## config.mk

```make
export PLATFORM = sky130hd
export DESIGN_NAME = operand_fetch_stage
export DESIGN_NICKNAME = d
export VERILOG_FILES = /design/src/rtl/cpu_pkg.sv /design/src/rtl/opf_scoreboard.sv /design/src/rtl/operand_fetch_stage.sv
export SDC_FILE = /design/constraint.sdc
export NUM_CORES = 1
export LEC_CHECK = 0
export CAP_MARGIN = 25
export CORE_MARGIN = 10
export CORE_UTILIZATION = 38
export CTS_BUF_LIST = sky130_fd_sc_hd__clkbuf_2
export DETAILED_ROUTE_END_ITERATION = 10
export PLACE_DENSITY = 0.84
export SYNTH_ARGS = -nofsm -noshare
export SYNTH_HDL_FRONTEND = slang
export SYNTH_SLANG_ARGS = --single-unit
```

## constraint.sdc

```tcl
create_clock -name clk -period 2.2 [get_ports clk]
set_input_delay 0.22 -clock clk [delete_from_list [all_inputs] [get_ports clk]]
set_output_delay 0.22 -clock clk [all_outputs]
set_load 0.01 [all_outputs]
```

## src/rtl/cpu_pkg.sv

```systemverilog
// Shared constants for the 32-bit pipelined core.
// Widths, register-file geometry and the decoded-control bundle size.
package cpu_pkg;

    localparam int DATA_W   = 32;
    localparam int REG_AW   = 4;
    localparam int NREGS    = 16;
    localparam int ZERO_REG = 0;
    localparam int CTRL_W   = 16;

endpackage

```

## src/rtl/opf_scoreboard.sv

```systemverilog
// Pending-writer scoreboard for the operand-fetch stage: one bit per register.
// Optional macro OPF_WB_BYPASS_EN lets a same-cycle writeback hide the pend bit.
module opf_scoreboard #(
    parameter int REG_AW = cpu_pkg::REG_AW
) (
    input  logic              clk,
    input  logic              rst,
    input  logic [REG_AW-1:0] rs1,
    input  logic [REG_AW-1:0] rs2,
    input  logic [REG_AW-1:0] rd,
    input  logic              rd_we,
    input  logic              fire,
    input  logic              wb_en,
    input  logic [REG_AW-1:0] wb_reg,
    input  logic              kill,
    input  logic [REG_AW-1:0] kill_rd,
    output logic              raw,
    output logic              waw,
    output logic              busy
);
    import cpu_pkg::*;

    localparam int NR = 1 << REG_AW;

    logic [NR-1:0] pend;
    logic [NR-1:0] pend_d;
    logic [NR-1:0] wbclr;
    logic [NR-1:0] set_v;
    logic [NR-1:0] kill_v;
    logic [NR-1:0] eff;

    // Register 0 is skipped by the loop, so it can never become pending.
    always_comb begin
        wbclr  = '0;
        set_v  = '0;
        kill_v = '0;
        for (int i = ZERO_REG + 1; i < NR; i++) begin
            wbclr[i]  = wb_en & (wb_reg == REG_AW'(i));
            set_v[i]  = fire & rd_we & (rd == REG_AW'(i));
            kill_v[i] = kill & (kill_rd == REG_AW'(i));
        end
        pend_d = ((pend & ~wbclr) | set_v) & ~kill_v;
    end

`ifdef OPF_WB_BYPASS_EN
    assign eff = pend & ~wbclr;
`else
    assign eff = pend;
`endif

    assign raw = eff[rs1] | eff[rs2];
    assign waw = rd_we & (rd != REG_AW'(ZERO_REG)) & eff[rd];

    always_ff @(posedge clk or negedge rst) begin
        if (!rst) begin
            pend <= '0;
            busy <= 1'b0;
        end else begin
            pend <= pend_d;
            busy <= |pend_d;
        end
    end

endmodule

```

## src/rtl/operand_fetch_stage.sv

```systemverilog
// Issue/operand-fetch stage: RF read, hazard stall, 1-entry output register.
// Optional macro OPF_WB_BYPASS_EN forwards same-cycle writeback data.
module operand_fetch_stage #(
    parameter int DATA_W = cpu_pkg::DATA_W,
    parameter int REG_AW = cpu_pkg::REG_AW,
    parameter int CTRL_W = cpu_pkg::CTRL_W
) (
    input  logic              clk,
    input  logic              rst,
    input  logic              in_valid,
    output logic              in_ready,
    input  logic [REG_AW-1:0] in_rs1,
    input  logic [REG_AW-1:0] in_rs2,
    input  logic [REG_AW-1:0] in_rd,
    input  logic              in_rd_we,
    input  logic [CTRL_W-1:0] in_ctrl,
    output logic [REG_AW-1:0] rf_rd_reg1,
    output logic [REG_AW-1:0] rf_rd_reg2,
    input  logic [DATA_W-1:0] rf_rd_data1,
    input  logic [DATA_W-1:0] rf_rd_data2,
    input  logic              wb_en,
    input  logic [REG_AW-1:0] wb_reg,
    input  logic [DATA_W-1:0] wb_data,
    input  logic              flush,
    output logic              out_valid,
    input  logic              out_ready,
    output logic [DATA_W-1:0] out_op1,
    output logic [DATA_W-1:0] out_op2,
    output logic [REG_AW-1:0] out_rd,
    output logic              out_rd_we,
    output logic [CTRL_W-1:0] out_ctrl,
    output logic              busy
);
    import cpu_pkg::*;

    logic              raw;
    logic              waw;
    logic              fire;
    logic              kill;
    logic [DATA_W-1:0] op1;
    logic [DATA_W-1:0] op2;

    assign rf_rd_reg1 = in_rs1;
    assign rf_rd_reg2 = in_rs2;

    assign in_ready = (~out_valid | out_ready) & ~raw & ~waw & ~flush;
    assign fire     = in_valid & in_ready;
    assign kill     = flush & out_valid & out_rd_we;

    opf_scoreboard #(
        .REG_AW (REG_AW)
    ) u_sb (
        .clk     (clk),
        .rst     (rst),
        .rs1     (in_rs1),
        .rs2     (in_rs2),
        .rd      (in_rd),
        .rd_we   (in_rd_we),
        .fire    (fire),
        .wb_en   (wb_en),
        .wb_reg  (wb_reg),
        .kill    (kill),
        .kill_rd (out_rd),
        .raw     (raw),
        .waw     (waw),
        .busy    (busy)
    );

    // Zero-register check comes last so it overrides any forwarded value.
    always_comb begin
        op1 = rf_rd_data1;
        op2 = rf_rd_data2;
`ifdef OPF_WB_BYPASS_EN
        if (wb_en && wb_reg == in_rs1) op1 = wb_data;
        if (wb_en && wb_reg == in_rs2) op2 = wb_data;
`endif
        if (in_rs1 == REG_AW'(ZERO_REG)) op1 = '0;
        if (in_rs2 == REG_AW'(ZERO_REG)) op2 = '0;
    end

    always_ff @(posedge clk or negedge rst) begin
        if (!rst) begin
            out_valid <= 1'b0;
            out_op1   <= '0;
            out_op2   <= '0;
            out_rd    <= '0;
            out_rd_we <= 1'b0;
            out_ctrl  <= '0;
        end else if (flush) begin
            out_valid <= 1'b0;
        end else if (fire) begin
            out_valid <= 1'b1;
            out_op1   <= op1;
            out_op2   <= op2;
            out_rd    <= in_rd;
            out_rd_we <= in_rd_we;
            out_ctrl  <= in_ctrl;
        end else if (out_ready) begin
            out_valid <= 1'b0;
        end
    end

endmodule

```

Word level (Yosys, flattened, before mapping):

Cells that the tools add are included.

* $lt $le $gt $ge: 3
* equality and inequality tests: 45
* muxes and demuxes: 11
* bitwise logic cells: 65
* reduce and logical (&&, ||, !) cells: 6

Operators with widths (number)
* $eq 4x4->1 const B: 24
* $mux 32: 2
* $and 1x1->1: 54
* $eq 4x3->1 const B: 12
* $and 16x16->16: 2
* $not 16->16: 2
* $eq 4x2->1 const B: 6
* $or 16x16->16: 1
* $reduce_or 16->1: 1
* $lt 4x5->1 const B: 3
* $bmux 1 s4: 3
* $eq 4x1->1 const B: 3
* $logic_not 4->1: 2
* $mux 1: 6
* $not 1->1: 4
* $reduce_bool 4->1: 1
* $reduce_bool 3->1: 1
* $or 1x1->1: 2
* $reduce_and 2->1: 1

* register bits: 103
* input port bits: 135
* output and inout port bits: 96

Longest topological paths before layout:

* depth in word-level cells: 13
* mapped depth: 12
* gate-level depth less buffers: 8

Hierarchy:

A second synthesis with hierarchy kept.

* cells, all modules: 468
* area total of the unflattened synthesis: 4954.8 um2

By module, submodules not included
* operand_fetch_stage: instances 1, cells an instance 347, area an instance 3728.6 um2
* opf_scoreboard: instances 1, cells an instance 121, area an instance 1226.2 um2

Worst setup path after synthesis:

OpenSTA, ideal clock, no wires.

* kind: reg2reg
* start point: register u_sb.pend[7], in the netlist u_sb.eff[7]
* end point: register out_ctrl[10]
* setup time: 125 ps
* arrival: 2234 ps
* required time: 2075 ps
* setup slack: -159 ps
* stages on the path, launching flop included: 10
* path buffers: 3
* clock period less this slack: 2359 ps
* cell sequence: dfrtp_1 mux4_2 nand2b_4 a211oi_4 nor2b_1 buf_4 nand2_4 buf_6 buf_6 mux2_4

* word-level cells in the longest chain between the ends: 9

RTL lines
* from (decl): line opf_scoreboard.sv:25 `logic [NR-1:0] pend;`
* from (signal assigned): line opf_scoreboard.sv:59 `pend <= pend_d;`
* $bmux 1 s4: line opf_scoreboard.sv:51 `assign raw = eff[rs1] | eff[rs2];`
* $mux 1 (not written as such): line opf_scoreboard.sv:51
* $or 1x1->1: line opf_scoreboard.sv:51
* $not 1->1: line operand_fetch_stage.sv:46 `assign in_ready = (~out_valid | out_ready) & ~raw & ~waw & ~flush;`
* $and 1x1->1: line operand_fetch_stage.sv:46
* $and 1x1->1 (*) (2 in a row): line operand_fetch_stage.sv:46
* $and 1x1->1 (*): line operand_fetch_stage.sv:47 `assign fire = in_valid & in_ready;`
* $reduce_and 2->1 (no line) (*)
* to (signal assigned): line operand_fetch_stage.sv:97 `out_ctrl <= in_ctrl;`
* to (decl): line operand_fetch_stage.sv:31 `output logic [CTRL_W-1:0] out_ctrl,`

Mark *: on every way between the ends. The rest lies on a longest branch, timed or not. The select of a mux whose other input is x is not followed.
A chain may end at the register's enable or synchronous reset.

Worst setup path in the final report:

* start point: register u_sb.pend[7], in the netlist u_sb.eff[7]
* end point: output in_ready

* word-level cells in the longest chain between the ends: 7

RTL lines
* $bmux 1 s4: line opf_scoreboard.sv:51
* $mux 1 (not written as such): line opf_scoreboard.sv:51
* $or 1x1->1: line opf_scoreboard.sv:51
* $not 1->1: line operand_fetch_stage.sv:46
* $and 1x1->1: line operand_fetch_stage.sv:46
* $and 1x1->1 (*) (2 in a row): line operand_fetch_stage.sv:46
* to (decl): line operand_fetch_stage.sv:11 `output logic in_ready,`

Marked as above.

==> impl_metrics.tcl <==
set metrics [dict create \
    grt_antenna_before_repair 0 \
    grt_pass1_wl_um 32120 \
    ir_drop_uv 648.1 \
    ys_ff_latch 102 \
    cts_tree "yes" \
    p_per_area_mw_per_mm2 741.2 \
    drc 0 \
    crit_arrival_ns 2.49 \
    syn_area_per_cell_um2 9.698 \
    worstSkewPairLatency_ns 0.65 \
    max_slew_margin_pct 60.11 \
    status "complete, but fails checks" \
    cts_root_buf "clkbuf_2" \
    violations "setup timing" \
    die_area_mm2 0.01786 \
    final_hold_viol_count 0 \
    cp.required_ns 1.98 \
    fp.dieW_um 133.6 \
    grt_start_max_net_pins 61 \
    synth_top_area_share_pct 52.01 \
    route.detailed.wl_per_inst_um 22.32 \
    worstMarginPinSlew_ns 0.5984 \
    syn_inst 506 \
    clockBufferDepth 2 \
    io_buffer_count 198 \
    worstSetupStartpointType "register" \
    cap_viol_max_count 0 \
    fp-row-count 41 \
    yosys.area.top_type "dfrtp_1" \
    cp_max_fo 2 \
    seq_area_frac_synth_pct 52.01 \
    initial_core_util_pct 38.89 \
    hold_ws_ns 0.05792 \
    cts_buffers 9 \
    hold_path_class "input pin to register" \
    avgViaCountPerCell 5.414 \
    finish.utilization_pct 75.85 \
    layout_setup_ws_ns -0.5056 \
    syn_area_mm2 0.004907 \
    pre_cts_slack_ns -0.8965 \
    drtIter0Drc 303 \
    p_leak_nw 4.286 \
    grt_overflow_total 0 \
    nFillCells 822 \
    synth_area_leaders "dfrtp_1 52%, nand2_1 10%, o21ai_0 8.4%" \
    rsz0062_at_grt "true" \
    max_freq_mhz 369.6 \
    cts.sinks 102 \
    die_h_um 133.6 \
    post-route-period-util_pct 123.0 \
    first_pass_iters 4 \
    hpwl_um 13410 \
    num_vias 5317 \
    synth.distinct_cells 50 \
    core_mm2 0.01262 \
    fin_worst_skew_ns 0.02789 \
    nets 940 \
    ant_nets 0 \
    antenna_cells 0 \
    gp_congestion 0.9294 \
    wirelength_um 21920 \
    criticalPathCategory "register to primary output" \
    grt_usage_pct 22.82 \
    grt_pass1_vias 5767 \
    synth_nets 641 \
    syn2layout_area_growth_pct 95.05 \
    setup_viol 100 \
    h-tree-depth 3 \
    drv_slew 0 \
    min_period_ns 2.706 \
    drive_above_1_share_pct 40.37 \
    yosys_warnings 0 \
    cp-end-kind "primary output" \
    io_pins 231 \
    clk_pin_slew_worst_paths_ns 0.29 \
]
-- per-layer routing --
metal / global-route usage (%) / vias up / wire (µm)
li1: - / 2363 / -
met1: 24.56 / 2661 / 7977
met2: 39.68 / 234 / 11420
met3: 6.767 / 59 / 1664
met4: 11.73 / 0 / 854
met5: 0 / - / 0
-- worst max-delay path, stage by stage, from the launching register on --
cell and delay, ns:
dfrtp_1 0.46, buf_6 0.12, mux4_2 0.47, nor2b_2 0.14
nor3_2 0.07, buf_4 0.15, nor3_4 0.11, and3b_1 0.19
buf_2 0.13
-- where the power goes --
part           switching (W)  internal (W)  total, W
registers           0.000450       0.00233   0.00278
logic                0.00135       0.00190   0.00326
clock network       0.000669      0.000389   0.00106
total                0.00247       0.00462   0.00709
-- through the flow --
step | cells | instance area (µm²) | power [W] | setup TNS, ns
floorplan | 506 | 4912 | 0.003496 | -3.068
global placement | 908 | 7522 | 0.005016 | -51.64
detailed placement | 908 | 7522 | 0.005098 | -58.80
CTS | 970 | 9019 | 0.006670 | -40.29
global route | 982 | 9572 | 0.007443 | -45.45
finish | 982 | 9572 | 0.007094 | -38.41
-- worst paths after layout --
check,startpoint,end,slack (ns),cells past startpoint
hold reg to reg,out_op2[6],out_op2[6],0.53,2
hold / removal,rf_rd_data1[25],out_op1[25],0.06,3
min in group asynchronous,rst,out_op1[12],0.08,2
max in group asynchronous,rst,out_op2[3],1.36,3
setup reg to reg,u_sb.eff[7],out_ctrl[1],-0.49,11
setup / recovery,u_sb.eff[7],in_ready,-0.51,8
-- synthesized netlist by cell type, drive strengths merged --
library cell	n
o31ai	3
a2111oi	2
nor2b	9
inv	2
o21ai	82
nand3	4
clkinv	1
o31a	1
nor3b	1
a31oi	3
nor4	2
nor4b	2
o221ai	2
buf	17
a311oi	1
mux4	5
o22ai	5
a211oi	3
nand2b	12
nand3b	4
a221oi	2
a31o	4
or3b	1
dfrtp	102
and3b	1
nand4bb	1
a21oi	8
nor3	8
nand2	137
nor2	11
clkbuf	24
a22oi	2
mux2	26
and3	3
or2	1
mux2i	3
nand4b	1
nand4	7
or4	2
or3	1
-- logic make-up (layout without fill, tap and decap cells) --
group                  count (synthesis)  after routing  share of synthesized area [%]
AOI/OAI and AO/OA                    118            118                          13.82
buffers and inverters                 44            345                          4.641
DFF                                  102            102                          52.01
muxes                                 34             34                          9.561
and+or+nand+nor                      208            211                          19.96
-- registers in the layout, summed over array words and instances (netlist names) --
register and count:
out_valid 1, out_op1 32, out_rd_we 1, out_rd 4, out_ctrl 16, u_sb.eff 15
u_sb.busy 1, out_op2 32
-- final cells by class --
cell class,count,area [µm²],area share [%]
Timing Repair Buffer,326,3647,38.10
Clock buffer,11,55.05,0.5752
Sequential cell,102,2554,26.68
Clock inverter,5,82.58,0.8627
Multi-Input combinational cell,363,3005,31.40
Tap cell,172,215.2,2.248
Inverter,3,12.51,0.1307
-- what timing repair did --
action                                 in CTS  in global routing
endpoints found under the hold margin      42                  0
cloned                                     25                  2
setup endpoints to repair                  95                103
buffers inserted                           21                 16
hold buffers                                1                  0
resized for setup                         209                120
pin swaps                                  38                 66
-- cells in the final DEF, fill, tap and decap left out, types with 5 or more instances in the layout --
cell and n:
o21ai_0 13, o21ai_2 54, o21ai_1 12, nor3_1 5, nor2_1 11, mux4_2 5
nand2_2 10, clkbuf_2 11, buf_16 19, dfrtp_1 101, mux2_4 10, clkdlybuf4s50_1 196
buf_12 16, nand2b_1 11, mux2_2 16, nand4_1 7, nor2b_1 7, nand2_4 49
a21oi_1 5, buf_4 69, nand2_1 77, buf_6 19
(Power assumes the default switching activity.)
